File: src/rtl/icap_s6_pkg.sv
// Shared constants, state encoding and helpers for the Spartan-6 ICAP
// register sequencer.
package icap_s6_pkg;

    localparam logic [15:0] W_DUMMY   = 16'hFFFF;
    localparam logic [15:0] W_SYNC0   = 16'hAA99;
    localparam logic [15:0] W_SYNC1   = 16'h5566;
    localparam logic [15:0] W_NOOP    = 16'h2000;
    localparam logic [15:0] W_CMD_HDR = 16'h30A1;
    localparam logic [15:0] W_DESYNC  = 16'h000D;

    localparam logic [2:0] PKT_TYPE1 = 3'b001;
    localparam logic [1:0] OP_READ   = 2'b01;
    localparam logic [1:0] OP_WRITE  = 2'b10;
    localparam logic [4:0] WCNT_ONE  = 5'b00001;

    localparam int WR_LEN  = 10;
    localparam int RDH_LEN = 7;
    localparam int DS_LEN  = 4;

    localparam logic [3:0] WR_LAST  = 4'(WR_LEN - 1);
    localparam logic [3:0] RDH_LAST = 4'(RDH_LEN - 1);
    localparam logic [3:0] DS_LAST  = 4'(DS_LEN - 1);

    typedef enum logic [3:0] {
        ST_INIT,
        ST_IDLE,
        ST_WR_SEQ,
        ST_RD_HEAD,
        ST_TURN_R,
        ST_RD,
        ST_TURN_W,
        ST_DESYNC,
        ST_DONE
    } state_e;

    // Reverse the bit order inside each byte; self-inverse.
    function automatic logic [15:0] bit_swap16(input logic [15:0] w);
        logic [15:0] r;
        for (int i = 0; i < 8; i++) begin
            r[i]     = w[7-i];
            r[8+i]   = w[15-i];
        end
        return r;
    endfunction

    function automatic logic [15:0] type1_hdr(
        input logic [1:0] op,
        input logic [5:0] addr
    );
        return {PKT_TYPE1, op, addr, WCNT_ONE};
    endfunction

endpackage

File: src/rtl/icap_s6_word_sel.sv
// Combinational ICAP_I word selection from state/index/address/data.
// Ports: state_i, idx_i, addr_i, wdata_i in; word_o out (post bit swap).
module icap_s6_word_sel
    import icap_s6_pkg::*;
#(
    parameter bit BIT_SWAP = 1'b1
) (
    input  state_e      state_i,
    input  logic [3:0]  idx_i,
    input  logic [5:0]  addr_i,
    input  logic [15:0] wdata_i,
    output logic [15:0] word_o
);

    logic [15:0] raw;

    always_comb begin
        raw = W_DUMMY;
        unique case (state_i)
            ST_WR_SEQ: begin
                case (idx_i)
                    4'd0:    raw = W_DUMMY;
                    4'd1:    raw = W_SYNC0;
                    4'd2:    raw = W_SYNC1;
                    4'd3:    raw = W_NOOP;
                    4'd4:    raw = type1_hdr(OP_WRITE, addr_i);
                    4'd5:    raw = wdata_i;
                    4'd6:    raw = W_CMD_HDR;
                    4'd7:    raw = W_DESYNC;
                    default: raw = W_NOOP;
                endcase
            end
            ST_RD_HEAD: begin
                case (idx_i)
                    4'd0:    raw = W_DUMMY;
                    4'd1:    raw = W_SYNC0;
                    4'd2:    raw = W_SYNC1;
                    4'd3:    raw = W_NOOP;
                    4'd4:    raw = type1_hdr(OP_READ, addr_i);
                    default: raw = W_NOOP;
                endcase
            end
            ST_DESYNC: begin
                case (idx_i)
                    4'd0:    raw = W_CMD_HDR;
                    4'd1:    raw = W_DESYNC;
                    default: raw = W_NOOP;
                endcase
            end
            default: raw = W_DUMMY;
        endcase
    end

    assign word_o = BIT_SWAP ? bit_swap16(raw) : raw;

endmodule

File: src/rtl/icap_s6_reg_ctrl.sv
// Single 16-bit config register read/write sequencer for Spartan-6 ICAP.
// Host side: REQ/REQ_WR/REQ_ADDR/REQ_WDATA in; READY/ACK/ERR/RDATA out.
// ICAP side: ICAP_CE/ICAP_WRITE/ICAP_I out (registered); ICAP_O/ICAP_BUSY in.
module icap_s6_reg_ctrl
    import icap_s6_pkg::*;
#(
    parameter bit          BIT_SWAP = 1'b1,
    parameter int unsigned TIMEOUT  = 255
) (
    input  logic        CLK,
    input  logic        RST_B,
    input  logic        REQ,
    input  logic        REQ_WR,
    input  logic [5:0]  REQ_ADDR,
    input  logic [15:0] REQ_WDATA,
    output logic        READY,
    output logic        ACK,
    output logic        ERR,
    output logic [15:0] RDATA,
    output logic        ICAP_CE,
    output logic        ICAP_WRITE,
    output logic [15:0] ICAP_I,
    input  logic [15:0] ICAP_O,
    input  logic        ICAP_BUSY
);

    localparam logic [15:0] TO_LAST = 16'(TIMEOUT - 1);

    state_e      state_q, state_d;
    logic [3:0]  idx_q, idx_d;
    logic [15:0] tcnt_q, tcnt_d;
    logic        wr_q, wr_d;
    logic [5:0]  addr_q, addr_d;
    logic [15:0] wdata_q, wdata_d;
    logic [15:0] rbuf_q, rbuf_d;
    logic        rerr_q, rerr_d;

    logic        ready_q, ready_d;
    logic        ack_q, ack_d;
    logic        err_q, err_d;
    logic [15:0] rdata_q, rdata_d;
    logic        ce_q, ce_d;
    logic        we_q, we_d;
    logic [15:0] icap_i_q, icap_i_d;
    logic [15:0] word;

    // State and working registers
    always_ff @(posedge CLK or negedge RST_B) begin
        if (!RST_B) begin
            state_q <= ST_INIT;
            idx_q   <= '0;
            tcnt_q  <= '0;
            wr_q    <= 1'b0;
            addr_q  <= '0;
            wdata_q <= '0;
            rbuf_q  <= '0;
            rerr_q  <= 1'b0;
        end else begin
            state_q <= state_d;
            idx_q   <= idx_d;
            tcnt_q  <= tcnt_d;
            wr_q    <= wr_d;
            addr_q  <= addr_d;
            wdata_q <= wdata_d;
            rbuf_q  <= rbuf_d;
            rerr_q  <= rerr_d;
        end
    end

    // Next state
    always_comb begin
        state_d = state_q;
        idx_d   = idx_q;
        tcnt_d  = tcnt_q;
        wr_d    = wr_q;
        addr_d  = addr_q;
        wdata_d = wdata_q;
        rbuf_d  = rbuf_q;
        rerr_d  = rerr_q;
        unique case (state_q)
            ST_INIT: begin
                if (!ICAP_BUSY) state_d = ST_IDLE;
            end
            ST_IDLE: begin
                if (REQ) begin
                    wr_d    = REQ_WR;
                    addr_d  = REQ_ADDR;
                    wdata_d = REQ_WDATA;
                    idx_d   = '0;
                    rerr_d  = 1'b0;
                    state_d = REQ_WR ? ST_WR_SEQ : ST_RD_HEAD;
                end
            end
            ST_WR_SEQ: begin
                if (!ICAP_BUSY) begin
                    if (idx_q == WR_LAST) begin
                        idx_d   = '0;
                        state_d = ST_DONE;
                    end else begin
                        idx_d = idx_q + 4'd1;
                    end
                end
            end
            ST_RD_HEAD: begin
                if (!ICAP_BUSY) begin
                    if (idx_q == RDH_LAST) begin
                        idx_d   = '0;
                        state_d = ST_TURN_R;
                    end else begin
                        idx_d = idx_q + 4'd1;
                    end
                end
            end
            ST_TURN_R: begin
                tcnt_d  = '0;
                state_d = ST_RD;
            end
            ST_RD: begin
                if (!ICAP_BUSY) begin
                    rbuf_d  = BIT_SWAP ? bit_swap16(ICAP_O) : ICAP_O;
                    state_d = ST_TURN_W;
                end else if (tcnt_q == TO_LAST) begin
                    rbuf_d  = '0;
                    rerr_d  = 1'b1;
                    state_d = ST_TURN_W;
                end else begin
                    tcnt_d = tcnt_q + 16'd1;
                end
            end
            ST_TURN_W: begin
                idx_d   = '0;
                state_d = ST_DESYNC;
            end
            ST_DESYNC: begin
                if (!ICAP_BUSY) begin
                    if (idx_q == DS_LAST) begin
                        idx_d   = '0;
                        state_d = ST_DONE;
                    end else begin
                        idx_d = idx_q + 4'd1;
                    end
                end
            end
            ST_DONE: begin
                state_d = ST_IDLE;
            end
            default: begin
                state_d = ST_INIT;
            end
        endcase
    end

    icap_s6_word_sel #(
        .BIT_SWAP (BIT_SWAP)
    ) u_word_sel (
        .state_i (state_d),
        .idx_i   (idx_d),
        .addr_i  (addr_d),
        .wdata_i (wdata_d),
        .word_o  (word)
    );

    // Outputs are computed from the next state so that the registered
    // pins line up with the state they belong to.
    always_comb begin
        ready_d  = (state_d == ST_IDLE);
        ack_d    = (state_d == ST_DONE);
        ce_d     = 1'b1;
        we_d     = 1'b0;
        icap_i_d = word;
        err_d    = err_q;
        rdata_d  = rdata_q;
        unique case (state_d)
            ST_WR_SEQ, ST_RD_HEAD, ST_DESYNC: begin
                ce_d = 1'b0;
                we_d = 1'b0;
            end
            ST_TURN_R: begin
                ce_d = 1'b1;
                we_d = 1'b1;
            end
            ST_RD: begin
                ce_d = 1'b0;
                we_d = 1'b1;
            end
            ST_DONE: begin
                if (wr_q) begin
                    err_d = 1'b0;
                end else begin
                    err_d   = rerr_q;
                    rdata_d = rbuf_q;
                end
            end
            default: begin
                ce_d = 1'b1;
                we_d = 1'b0;
            end
        endcase
    end

    always_ff @(posedge CLK or negedge RST_B) begin
        if (!RST_B) begin
            ready_q  <= 1'b0;
            ack_q    <= 1'b0;
            err_q    <= 1'b0;
            rdata_q  <= '0;
            ce_q     <= 1'b1;
            we_q     <= 1'b0;
            icap_i_q <= 16'hFFFF;
        end else begin
            ready_q  <= ready_d;
            ack_q    <= ack_d;
            err_q    <= err_d;
            rdata_q  <= rdata_d;
            ce_q     <= ce_d;
            we_q     <= we_d;
            icap_i_q <= icap_i_d;
        end
    end

    assign READY      = ready_q;
    assign ACK        = ack_q;
    assign ERR        = err_q;
    assign RDATA      = rdata_q;
    assign ICAP_CE    = ce_q;
    assign ICAP_WRITE = we_q;
    assign ICAP_I     = icap_i_q;

endmodule

File: config.mk
export PLATFORM = sky130hd
export DESIGN_NAME = icap_s6_reg_ctrl
export DESIGN_NICKNAME = d
export VERILOG_FILES = /design/src/rtl/icap_s6_pkg.sv /design/src/rtl/icap_s6_word_sel.sv /design/src/rtl/icap_s6_reg_ctrl.sv
export SDC_FILE = /design/constraint.sdc
export NUM_CORES = 1
export LEC_CHECK = 0
export BUFFER_PORTS_ARGS = -buffer_cell sky130_fd_sc_hd__buf_2
export CAP_MARGIN = 40
export CORE_UTILIZATION = 33
export DETAILED_ROUTE_END_ITERATION = 10
export PLACE_DENSITY_LB_ADDON = 0.12
export REMOVE_ABC_BUFFERS = 1
export SETUP_SLACK_MARGIN = 0.2
export SYNTH_ARGS = -nofsm -noshare
export SYNTH_HDL_FRONTEND = slang
export SYNTH_SLANG_ARGS = --single-unit
File: constraint.sdc
create_clock -name CLK -period 4.3 [get_ports CLK]
set_clock_uncertainty 0.1 [all_clocks]
set_input_delay 0 -clock CLK [delete_from_list [all_inputs] [get_ports CLK]]
set_output_delay 0 -clock CLK [all_outputs]
set_load 0.05 [all_outputs]
Yosys cells after proc, flatten, opt, wreduce, memory -nomap -nowiden:

Cells that the tools add are included.

* $add $sub $neg: 2
* bitwise gates (word level): 1
* reduce and logical (&&, ||, !) cells: 11
* equality and inequality tests: 30
* multiplexer cells: 40

Operators with widths (count)
* $pmux W16 S7: 1
* $mux W16: 6
* $mux W4: 17
* $pmux W16 S4: 1
* $eq A4 B3 Y1 const B: 12
* $pmux W16 S3: 1
* $pmux W4 S9: 1
* $pmux W16 S2: 1
* $pmux W14 S2: 1
* $eq A4 B2 Y1 const B: 6
* $pmux W4 S5: 1
* $add A16 B1 Y16 const B: 1
* $eq A16 B8 Y1 const B: 1
* $eq A4 B1 Y1 const B: 3
* $eq A4 B4 Y1 const B: 3
* $mux W6: 2
* $logic_not A4 Y1: 2
* $ne A2 B2 Y1 const B: 4
* $mux W1: 7
* $reduce_and A2 Y1: 3
* $add A4 B1 Y4 const B: 1
* $reduce_and A4 Y1: 1
* $reduce_bool A2 Y1: 2
* $reduce_or A4 Y1: 1
* 5 further kinds: 5

* bits of input ports: 43
* output and inout bits: 37
* logic and storage cells: 99
* register bits: 101

Depth between registers and ports, before layout:

Gate-level depths: netlist of run 1.

* depth in word-level cells: 7
* gate-level depth with buffers: 11
* gate-level depth less buffers: 10

Cells and area by module:

Synthesis of run 1 repeated with hierarchy kept, for this count alone.

* cell total of the unflattened synthesis: 495
* area, all modules: 5023.6 um2

By module, submodules not included
* icap_s6_reg_ctrl: times used 1, sequential area each 2548.7 um2, cells each 395, area each 4383.0 um2
* icap_s6_word_sel: times used 1, sequential area each 0.0 um2, cells each 100, area each 640.6 um2

Worst setup path after synthesis of run 1:

No wires, ideal clock.

* kind: register to register
* from: register, netlist name idx_q[0]
* to: register tcnt_q[12]
* clock period less this slack: 2.752 ns
* stages on the path, launching flop included: 9
* path slack: 1.548 ns
* buffers on the path: 0
* library setup time: 0.125 ns
* data arrival time: 2.527 ns
* required time: 4.075 ns
* cells stage by stage: dfrtp_1 -> ha_1 -> nor4b_4 -> a211oi_2 -> nor4b_4 -> nand3_4 -> nor4_4 -> nand3_2 -> mux2_4

RTL lines
* to (signal assigned): line icap_s6_reg_ctrl.sv:61 `tcnt_q <= tcnt_d;`
* to (decl): line icap_s6_reg_ctrl.sv:31 `logic [15:0] tcnt_q, tcnt_d;`

Worst setup path after layout of run 1:

* from: register idx_q[0]
* to: register icap_i_q[11] (netlist: ICAP_I[11])

* word-level cells in the longest chain between the ends: 7
* elaborated cells on any way between the ends: 33
* classes of those cells: add/sub: 1; eq/ne: 12; mux: 19; reduce/logical: 1

Ends and longest elaborated chain
* from (decl): line icap_s6_reg_ctrl.sv:30 `logic [3:0] idx_q, idx_d;`
* from (signal assigned): line icap_s6_reg_ctrl.sv:60 `idx_q <= idx_d;`
* $add A4 B1 Y4, or another cell as far along: line icap_s6_reg_ctrl.sv:100, icap_s6_reg_ctrl.sv:110, icap_s6_reg_ctrl.sv:140
* $mux W4, on equally long branches: line icap_s6_reg_ctrl.sv:136, icap_s6_reg_ctrl.sv:96, icap_s6_reg_ctrl.sv:106
* $mux W4, on equally long branches: line icap_s6_reg_ctrl.sv:135, icap_s6_reg_ctrl.sv:95, icap_s6_reg_ctrl.sv:105
* $pmux W4 S5: line icap_s6_reg_ctrl.sv:80 `unique case (state_q)`
* $eq A4 B3 Y1, or another cell as far along: line icap_s6_word_sel.sv:21 `case (idx_i)`
* $pmux W16 S7, or another cell as far along: line icap_s6_word_sel.sv:21
* $pmux W16 S3 *: line icap_s6_word_sel.sv:19 `unique case (state_i)`
* via icap_i_d[11]: line icap_s6_reg_ctrl.sv:44 `logic [15:0] icap_i_q, icap_i_d;`
* to (signal assigned): line icap_s6_reg_ctrl.sv:217 `icap_i_q <= icap_i_d;`
* to (decl): line icap_s6_reg_ctrl.sv:44

Mark *: on every way through the listed nets, which the timed path passes. The rest lies on a longest branch.
A chain may end at the register's enable or synchronous reset.

==> flow_summary_export.csv, run 1 <==
group,metric,value,unit
run_status,status,"finished clean",
synth,ys_types,68,
global_routing,grt_use_met3,0.0401,
timing,rsz0062_at_grt,"no",
clock_network,clock_path_buffers,2,
global_routing,grt_pass1_vias,3796,
clock_network,cts_root_buf,"clkbuf_16",
timing,hold_viol_final,0,
clock_network,clk_latency,0.35,ns
timing,setup_viol,0,
global_routing,grt_use_met1,0.226,
timing,fin_ws,0.804,ns
cells_and_area,final_util,0.440,
timing,fmax,286,MHz
cells_and_area,final_cell_mix,"dfrtp_1 (84), buf_2 (78), dlygate4sd3_1 (42)",
cells_and_area,diodes,0,
clock_network,h-tree-depth,3,
floorplan,die_area,15100,um^2
global_routing,grt_usage,0.169,
cells_and_area,multiInputGateArea,2140,um^2
timing,drv_slew,0,
global_routing,grt_pass1_wl,19600,um
synth,synth-edff-count,0,
pwr,ir_worst_vdd,0.000352,V
cells_and_area,register_area,2550,um^2
worst_setup_path,slowest_stage,"nor3_1",
worst_setup_path,path_max_fanout,12,
synth,synth_area_leader_cell,"dfrtp_1",
synth,synth.area.top_cells,"dfrtp_1 (43%), dfstp_2 (9.2%), mux2_2 (8.6%), a22o_1 (2.9%), nor2_1 (2.3%)",
worst_setup_path,crit_type,"reg -> reg",
routing,ant_nets,0,
job,drv_cap,0,
clock_network,cts_resized,0,
floorplan,start_util,0.343,
timing,totalNegativeSetupSlack,0,ns
synth,syn_inst,415,
place,placed_cells,658,
synth,yosysSeqAreaShare,0.527,
clock_network,cts_tree,"yes",
floorplan,rows,43,
global_routing,antenna_found_initial,0,
floorplan,dieWidth,123,um
pwr,totalPowerFinal,4.51,mW
routing,via_count,3701,
timing,worst_pin_slew,0.710,ns
synth,synthArstFlopShare,1.00,
global_routing,grt_max_degree,59,
cells_and_area,layout_commonest_cell,"dfrtp_1",
synth,syn-mean-instance-area,11.7,um^2
worst_setup_path,cp_data_arrival_time,3.64,ns
routing,dr.pass1.iters,4,
worst_setup_path,cpPeakStageDelay,0.62,ns
clock_network,cts.sinks,101,
worst_setup_path,end_kind,"register",
global_routing,grt_busiest_layer,"met2",
worst_setup_path,cp-start-kind,"register",
floorplan,die_height,123,um
cells_and_area,drive_gt1_frac,0.334,
floorplan,io_pins,80,
timing,post-route-period-util,0.813,
hold_path,hold_path_class,"in -> async",
worst_setup_path,crit_chain,"ha_1 > nor4b_4 > nand2b_1 > nand3_1 > a22oi_2 > inv_1 > nor3_1 > a22oi_1 > o31ai_1",
cells_and_area,n_fill_cell,1329,
routing,drt_wl_total,11800,um
routing,drtIter0Drc,174,
place,post-place-ws,0.937,ns
clock_network,clk_pin_slew_worst_paths,0.07,ns
place,numPortBuffers,79,
place,routabilityCongestion,0.838,
global_routing,overflow,0,
global_routing,gr-usage-met2,0.273,
synth,ys_warn_count,0,
pwr,p_leak,2.79,nW
routing,routedWlPerCell,16.5,um
routing,drc,0,
cells_and_area,syn2layout_area_growth,28.2,%
cells_and_area,fin_cells,716,
timing,fin_crit,3.50,ns
place,hpwl,8000,um
synth,synth-seq-cells,101,
routing,via_per_inst,5.17,
pwr,power_density,727,nW/um^2
clock_network,cts_made_buffers,9,
worst_setup_path,required,4.44,ns
timing,relSlewSlack,0.524,
cells_and_area,nNetsFinal,579,
synth,ys_dominant_reg_cell,"dfrtp_1",
floorplan,core_area,14100,um^2
clock_network,post_cts_buffers,0,
synth,synth_top_area_share,0.434,
synth,mappedNetlistArea,4840,um^2
==> where the power goes <==
| group | total [mW] | internal [mW] | switching (mW) | leakage (nW) |
|---|---|---|---|---|
| Combinational | 2.03 | 0.677 | 1.35 | 1.35 |
| Sequential | 1.54 | 1.34 | 0.200 | 1.27 |
| Clock | 0.941 | 0.587 | 0.354 | 0.166 |
==> metrics by stage <==
step	cell area (um^2)	hold WS (ns)
2_1_floorplan	4730	-0.396
3_3_place_gp	5410	0.0612
3_5_place_dp	5440	-0.247
4_1_cts	6200	0.0733
5_1_grt	6200	0.0845
6_report	6200	0.0979
==> cell families (layout without fill, tap and decap cells) <==
logic type	Yosys count	count (layout)	share of synthesized area
adders and majority gates	5	5	0.0129
xor gates and xnor gates	10	10	0.0181
buffers and inverters	37	158	0.0334
muxes	43	43	0.100
AOI/OAI and AO/OA	87	87	0.131
DFF	101	101	0.527
and+or+nand+nor	132	132	0.178
==> critical path: cells and delay by family, from the launching register on <==
family                     cells  cell delay, ns
and+or+nand+nor                4            1.28
AOI/OAI and AO/OA              3            0.91
DFF                            1            0.49
buffers and inverters          1            0.33
adders and majority gates      1            0.26
==> state kept, by name, indices dropped and copies added, names as in the netlist, 4 cells and up <==
register / count
tcnt_q: 16
state_q: 4
rbuf_q: 16
addr_q: 6
wdata_q: 16
RDATA: 16
ICAP_I: 16
idx_q: 4
==> per-layer routing <==
metal | wire, um | share of wire | vias to the layer above
li1 | - | - | 1765
met1 | 5520 | 0.47 | 1843
met2 | 5630 | 0.48 | 80
met3 | 515 | 0.044 | 13
met4 | 136 | 0.012 | 0
met5 | 0 | 0 | -
==> layout make-up <==
type,instances,area share
sequential,101,0.411
multi-input combinational,277,0.345
timing repair buffer,127,0.142
clock buffer,11,0.0391
tap,180,0.0363
clock inverter,5,0.0171
inverter,15,0.00907
==> cells in the mapped netlist (5+ instances only) <==
cell	count
nand2b_1	6
ha_1	5
xnor2_1	9
nand3_1	17
o31ai_1	5
clkbuf_1	10
nor4_1	6
o21ai_0	15
inv_1	15
dfstp_2	17
a22o_1	16
dfrtp_1	84
buf_2	6
nand2_1	16
nor3_1	11
a21oi_1	13
nor2_1	30
a31oi_1	10
mux2_2	37
==> path summary, 6_finish.rpt <==
kind | slack, ns | start | depth (start not counted) | end
setup / recovery | 0.80 | idx_q[0]$_DFF_PN0_ | 9 | ICAP_I[11]$_DFF_PN1_
hold / removal | 0.1 | RST_B | 2 | ICAP_I[8]$_DFF_PN1_
setup reg to reg | 0.80 | idx_q[0]$_DFF_PN0_ | 9 | ICAP_I[11]$_DFF_PN1_
hold reg to reg | 0.38 | wdata_q[15]$_DFF_PN0_ | 2 | wdata_q[15]$_DFF_PN0_
max in group asynchronous | 3.23 | RST_B | 3 | rbuf_q[14]$_DFFE_PN0P_
min in group CLK | 0.29 | REQ | 5 | state_q[1]$_DFF_PN0_
==> repair_timing <==
| action | CTS | global route |
|---|---|---|
| setup endpoints to repair | 0 | 0 |
| hold buffers | 42 | 0 |
| endpoints found under the hold margin | 150 | 0 |
(Power assumes the default switching activity.)
==> inputs of run 2 (changes only) <==
Clock period 4.3 ns to 3.59 ns, I/O delays scaled along.
==> flow_summary_export.csv, run 2 (synthesized netlist as in run 1, its figures left out) <==
group,metric,value,unit
run_status,status,"finished clean",
floorplan,die_height,123,um
global_routing,grt_usage,0.172,
worst_setup_path,crit_chain,"ha_1 > nor4b_4 > nand2b_1 > nand3_1 > a22oi_2 > inv_1 > nor3_1 > a22oi_1 > o31ai_1",
global_routing,grt_pass1_wl,19600,um
routing,wl_met2,5780,um
worst_setup_path,required,3.74,ns
job,drv_cap,0,
clock_network,ctsHoldBuffers,41,
timing,fin_crit,3.04,ns
cells_and_area,layout_commonest_cell,"dfrtp_1",
floorplan,io_pins,80,
place,numPortBuffers,79,
timing,relSlewSlack,0.528,
cells_and_area,syn2layout_area_growth,28.8,%
routing,via_count,3760,
pwr,power_density,867,nW/um^2
floorplan,core_area,14100,um^2
hold_path,hold_path_class,"in -> async",
timing,hold-worst-slack,0.00376,ns
routing,highest_layer,"met4",
pwr,p_leak,2.82,nW
cells_and_area,nNetsFinal,588,
clock_network,h-tree-depth,3,
worst_setup_path,crit_type,"reg -> reg",
clock_network,cts.sinks,101,
place,dpl_cell_area,5510,um^2
timing,totalNegativeSetupSlack,0,ns
place,routabilityCongestion,0.809,
worst_setup_path,path_max_fanout,8,
worst_setup_path,end_kind,"register",
clock_network,cts_resized,0,
routing,routedWlPerCell,16.7,um
global_routing,antenna_found_initial,0,
floorplan,rows,43,
timing,drv_slew,0,
clock_network,clock_path_buffers,2,
cells_and_area,final_cell_area,6230,um^2
worst_setup_path,cpPeakStageDelay,0.57,ns
global_routing,overflow,0,
worst_setup_path,slowest_stage,"nor3_1",
timing,worst_pin_slew,0.709,ns
routing,ant_nets,0,
timing,hold_viol_final,0,
floorplan,dieWidth,123,um
clock_network,cts_root_buf,"clkbuf_16",
clock_network,post_cts_buffers,0,
routing,dr.pass1.iters,5,
timing,post-route-period-util,0.847,
timing,fmax,329,MHz
place,hpwl,8380,um
clock_network,clk_latency,0.35,ns
timing,rsz0062_at_grt,"no",
routing,via_per_inst,5.19,
floorplan,start_util,0.343,
worst_setup_path,cp-start-kind,"register",
clock_network,clk_pin_slew_worst_paths,0.07,ns
cells_and_area,drive_gt1_frac,0.349,
routing,drt_wl_total,12100,um
routing,met3_length,705,um
routing,wl_met1,5430,um
worst_setup_path,cp_data_arrival_time,3.20,ns
cells_and_area,diodes,0,
global_routing,grt_max_degree,49,
timing,setup_viol,0,
pwr,ir_worst_vdd,0.000444,V
clock_network,cts_tree,"yes",
floorplan,die_area,15100,um^2
global_routing,grt_pass1_vias,3794,
clock_network,cts_made_buffers,9,
cells_and_area,final_cell_mix,"dfrtp_1 (84), buf_2 (78), dlygate4sd3_1 (41)",
routing,drc,0,
routing,drtIter0Drc,130,
## run 2: cell count changes in the layout (fill, tap and decap cells not counted)
cell	change
buf_4	+10
bufinv_16	-2
clkinv_2	+2
clkbuf_1	-1
clkbuf_8	+1
dlygate4sd3_1	-1
## run 2: where the power goes
part	internal, mW	switching, mW	leakage (nW)
clock network	0.579	0.432	0.152
registers	1.61	0.215	1.27
logic	0.897	1.67	1.40
total	3.08	2.32	2.82
## run 2: critical path, delay by kind of cell, from the launching register on
family,cells,cell delay [ns]
adders and majority gates,1,0.27
and+or+nand+nor,4,1.27
AOI/OAI and AO/OA,3,0.62
DFF,1,0.50
buffers and inverters,1,0.19
## run 2: path summary, 6_finish.rpt
check / cells past startpoint / from / end / slack [ns]
max in group asynchronous: 3 / RST_B / ICAP_I[10]$_DFF_PN1_ / 2.63
min reg2reg: 2 / wdata_q[4]$_DFF_PN0_ / wdata_q[4]$_DFF_PN0_ / 0.38
max reg2reg: 9 / idx_q[0]$_DFF_PN0_ / ICAP_I[11]$_DFF_PN1_ / 0.55
min in group CLK: 4 / REQ / rerr_q$_DFFE_PN0P_ / 0.12
max: 9 / idx_q[0]$_DFF_PN0_ / ICAP_I[11]$_DFF_PN1_ / 0.55
min: 2 / RST_B / wdata_q[15]$_DFF_PN0_ / 0.004
## run 2: through the flow
step | setup slack (ns) | instances | power, mW | utilization
after detailed placement | 0.621 | 668 | 4.37 | 0.391
after global routing | 0.251 | 725 | 5.78 | 0.442
final | 0.549 | 725 | 5.40 | 0.442
after floorplan | 0.341 | 393 | 3.62 | -
after global placement | 0.659 | 667 | 4.36 | 0.389
after CTS | 0.545 | 725 | 5.45 | 0.442
## run 2: layer usage
metal | vias up | global-route usage
li1 | 1784 | -
met3 | 14 | 0.0489
met1 | 1843 | 0.226
met5 | - | 0
met4 | 0 | 0.0474
met2 | 119 | 0.277
## run 2: area by class of cell
class                           count  area [um^2]
Inverter                           15         56.3
Tap cell                          180          225
Fill cell                        1332         7870
Timing Repair Buffer              136          948
Clock inverter                      5         56.3
Clock buffer                       11          253
Multi-Input combinational cell    277         2140
Sequential cell                   101         2550
==> inputs of run 3 (changes only) <==
Clock period 3.59 ns to 2.65 ns, I/O delays scaled along.
==> flow_summary_export.csv, run 3 (synthesized netlist as in run 1, its figures left out) <==
group,metric,value,unit
global_routing,grt_pass1_vias,4142,
pwr,p_clk_frac,0.143,
cells_and_area,final_util,0.510,
worst_setup_path,cp-start-kind,"register",
global_routing,grt_max_degree,55,
routing,dr.pass1.iters,4,
routing,drc,0,
timing,totalNegativeSetupSlack,0,ns
timing,relSlewSlack,0.513,
floorplan,die_height,123,um
worst_setup_path,cp_data_arrival_time,2.74,ns
timing,post-route-period-util,0.974,
floorplan,dieWidth,123,um
timing,fin_ws,0.0693,ns
timing,fin_crit,2.58,ns
clock_network,cts_root_buf,"clkbuf_16",
pwr,switching_share,0.423,
place,hpwl,8680,um
routing,via_per_inst,5.09,
job,drv_cap,0,
timing,rsz0062_at_grt,"yes",
routing,routedWlPerCell,16.5,um
cells_and_area,final_cell_mix,"dfrtp_1 (81), buf_2 (78), buf_4 (68)",
worst_setup_path,path_max_fanout,4,
pwr,pwr-share-comb,0.577,
routing,ant_nets,0,
cells_and_area,layout_commonest_cell,"dfrtp_1",
routing,drt_wl_total,13100,um
timing,hold-worst-slack,0.123,ns
worst_setup_path,end_kind,"register",
clock_network,clock_path_buffers,2,
clock_network,cts_tree,"yes",
place,placed_cells,714,
cells_and_area,syn2layout_area_growth,48.7,%
pwr,power_density,1210,nW/um^2
pwr,internal_power,5.03,mW
worst_setup_path,crit_type,"reg -> reg",
floorplan,die_area,15100,um^2
global_routing,overflow,0,
clock_network,cts_made_buffers,9,
timing,drv_slew,0,
timing,hold_viol_final,0,
cells_and_area,drive_gt1_frac,0.511,
pwr,totalPowerFinal,8.72,mW
hold_path,hold_path_class,"in -> async",
clock_network,cts.sinks,101,
global_routing,antenna_found_initial,0,
worst_setup_path,crit_chain,"inv_1 > ha_2 > and4bb_2 > o221ai_2 > a221o_1 > nor2_4 > inv_2 > nor3_4 > buf_6 > buf_6 > o311ai_4 > o211ai_1",
place,routabilityCongestion,0.838,
worst_setup_path,slowest_stage,"dfrtp_1",
worst_setup_path,crit_path_frequent_cell,"buf_6",
run_status,status,"finished clean",
global_routing,grt_pass1_wl,21000,um
timing,fmax,387,MHz
cells_and_area,fin_cells,792,
routing,via_count,4029,
pwr,p_leak,3.22,nW
floorplan,rows,43,
place,dpl_cell_area,5860,um^2
clock_network,clk_pin_slew_worst_paths,0.07,ns
cells_and_area,final_cell_area,7190,um^2
timing,worst_pin_slew,0.731,ns
worst_setup_path,cpPeakStageDelay,0.41,ns
floorplan,io_pins,80,
pwr,ir_worst_vdd,0.000882,V
clock_network,clk_latency,0.35,ns
clock_network,h-tree-depth,3,
timing,setup_viol,0,
cells_and_area,diodes,0,
cells_and_area,nNetsFinal,655,
place,post-place-ws,-0.00616,ns
floorplan,core_area,14100,um^2
global_routing,grt_usage,0.181,
worst_setup_path,required,2.81,ns
floorplan,start_util,0.343,
place,numPortBuffers,79,
pwr,p_sw,3.69,mW
cells_and_area,n_fill_cell,1292,
routing,drtIter0Drc,137,
pwr,p_seq_frac,0.280,
run 3: cell count changes in the layout (fill, tap and decap cells not counted), moves of 8 or more:
cell | before | now
o21ai_0 | 15 | 6
mux2_2 | 37 | 29
buf_6 | 0 | 12
buf_4 | 16 | 68
mux2_4 | 1 | 10
run 3: worst paths after layout:
kind                                         start                     to  slack [ns]  depth (start not counted)
worst min-delay path                         RST_B   wdata_q[8]$_DFF_PN0_        0.12                          2
worst max register to register  idx_q[0]$_DFF_PN0_    ICAP_I[7]$_DFF_PN1_        0.07                         12
worst max-delay path            idx_q[0]$_DFF_PN0_    ICAP_I[7]$_DFF_PN1_        0.07                         12
max in group asynchronous                    RST_B   ICAP_I[12]$_DFF_PN1_        1.48                          3
worst min register to register     ERR$_DFFE_PN0P_        ERR$_DFFE_PN0P_        0.40                          2
min in group CLK                         ICAP_BUSY  tcnt_q[0]$_DFFE_PN0P_        0.13                          5
run 3: what timing repair did:
item / CTS / global route
pin swaps: 19 / 30
endpoints found under the setup margin: 30 / 47
hold buffers: 42 / 0
setup buffers: 7 / 12
resized for setup: 40 / 71
cloned: 0 / 1
hold endpoints to repair: 99 / 0
run 3: final cells by class:
class / count / area, um^2 / area share
Multi-Input combinational cell: 277 / 2560 / 0.356
Sequential cell: 101 / 2550 / 0.355
Clock inverter: 5 / 36.3 / 0.00504
Inverter: 15 / 56.3 / 0.00783
Timing Repair Buffer: 203 / 1520 / 0.211
Tap cell: 180 / 225 / 0.0313
Clock buffer: 11 / 243 / 0.0337
run 3: worst max-delay path: cells and delay by family (launching register included):
family | cells | cell delay [ns]
AOI/OAI and AO/OA | 4 | 0.75
and+or+nand+nor | 3 | 0.65
DFF | 1 | 0.41
buffers and inverters | 4 | 0.40
adders and majority gates | 1 | 0.19
run 3: power by group through the flow:
stage                     logic [mW]  clock network (mW)  registers (mW)
after floorplan                 1.83                   0            3.07
after global placement          4.06                   0            2.43
after detailed placement        4.06                   0            2.45
after CTS                       4.45                1.29            2.43
after global routing            5.42                1.34            2.51
final                           5.03                1.25            2.44
run 3: per-layer routing:
metal	vias up	GRT usage	wire (um)
met5	-	0	0
met1	2015	0.232	5920
met4	0	0.0595	235
li1	1923	-	-
met3	21	0.0424	468
met2	70	0.301	6460
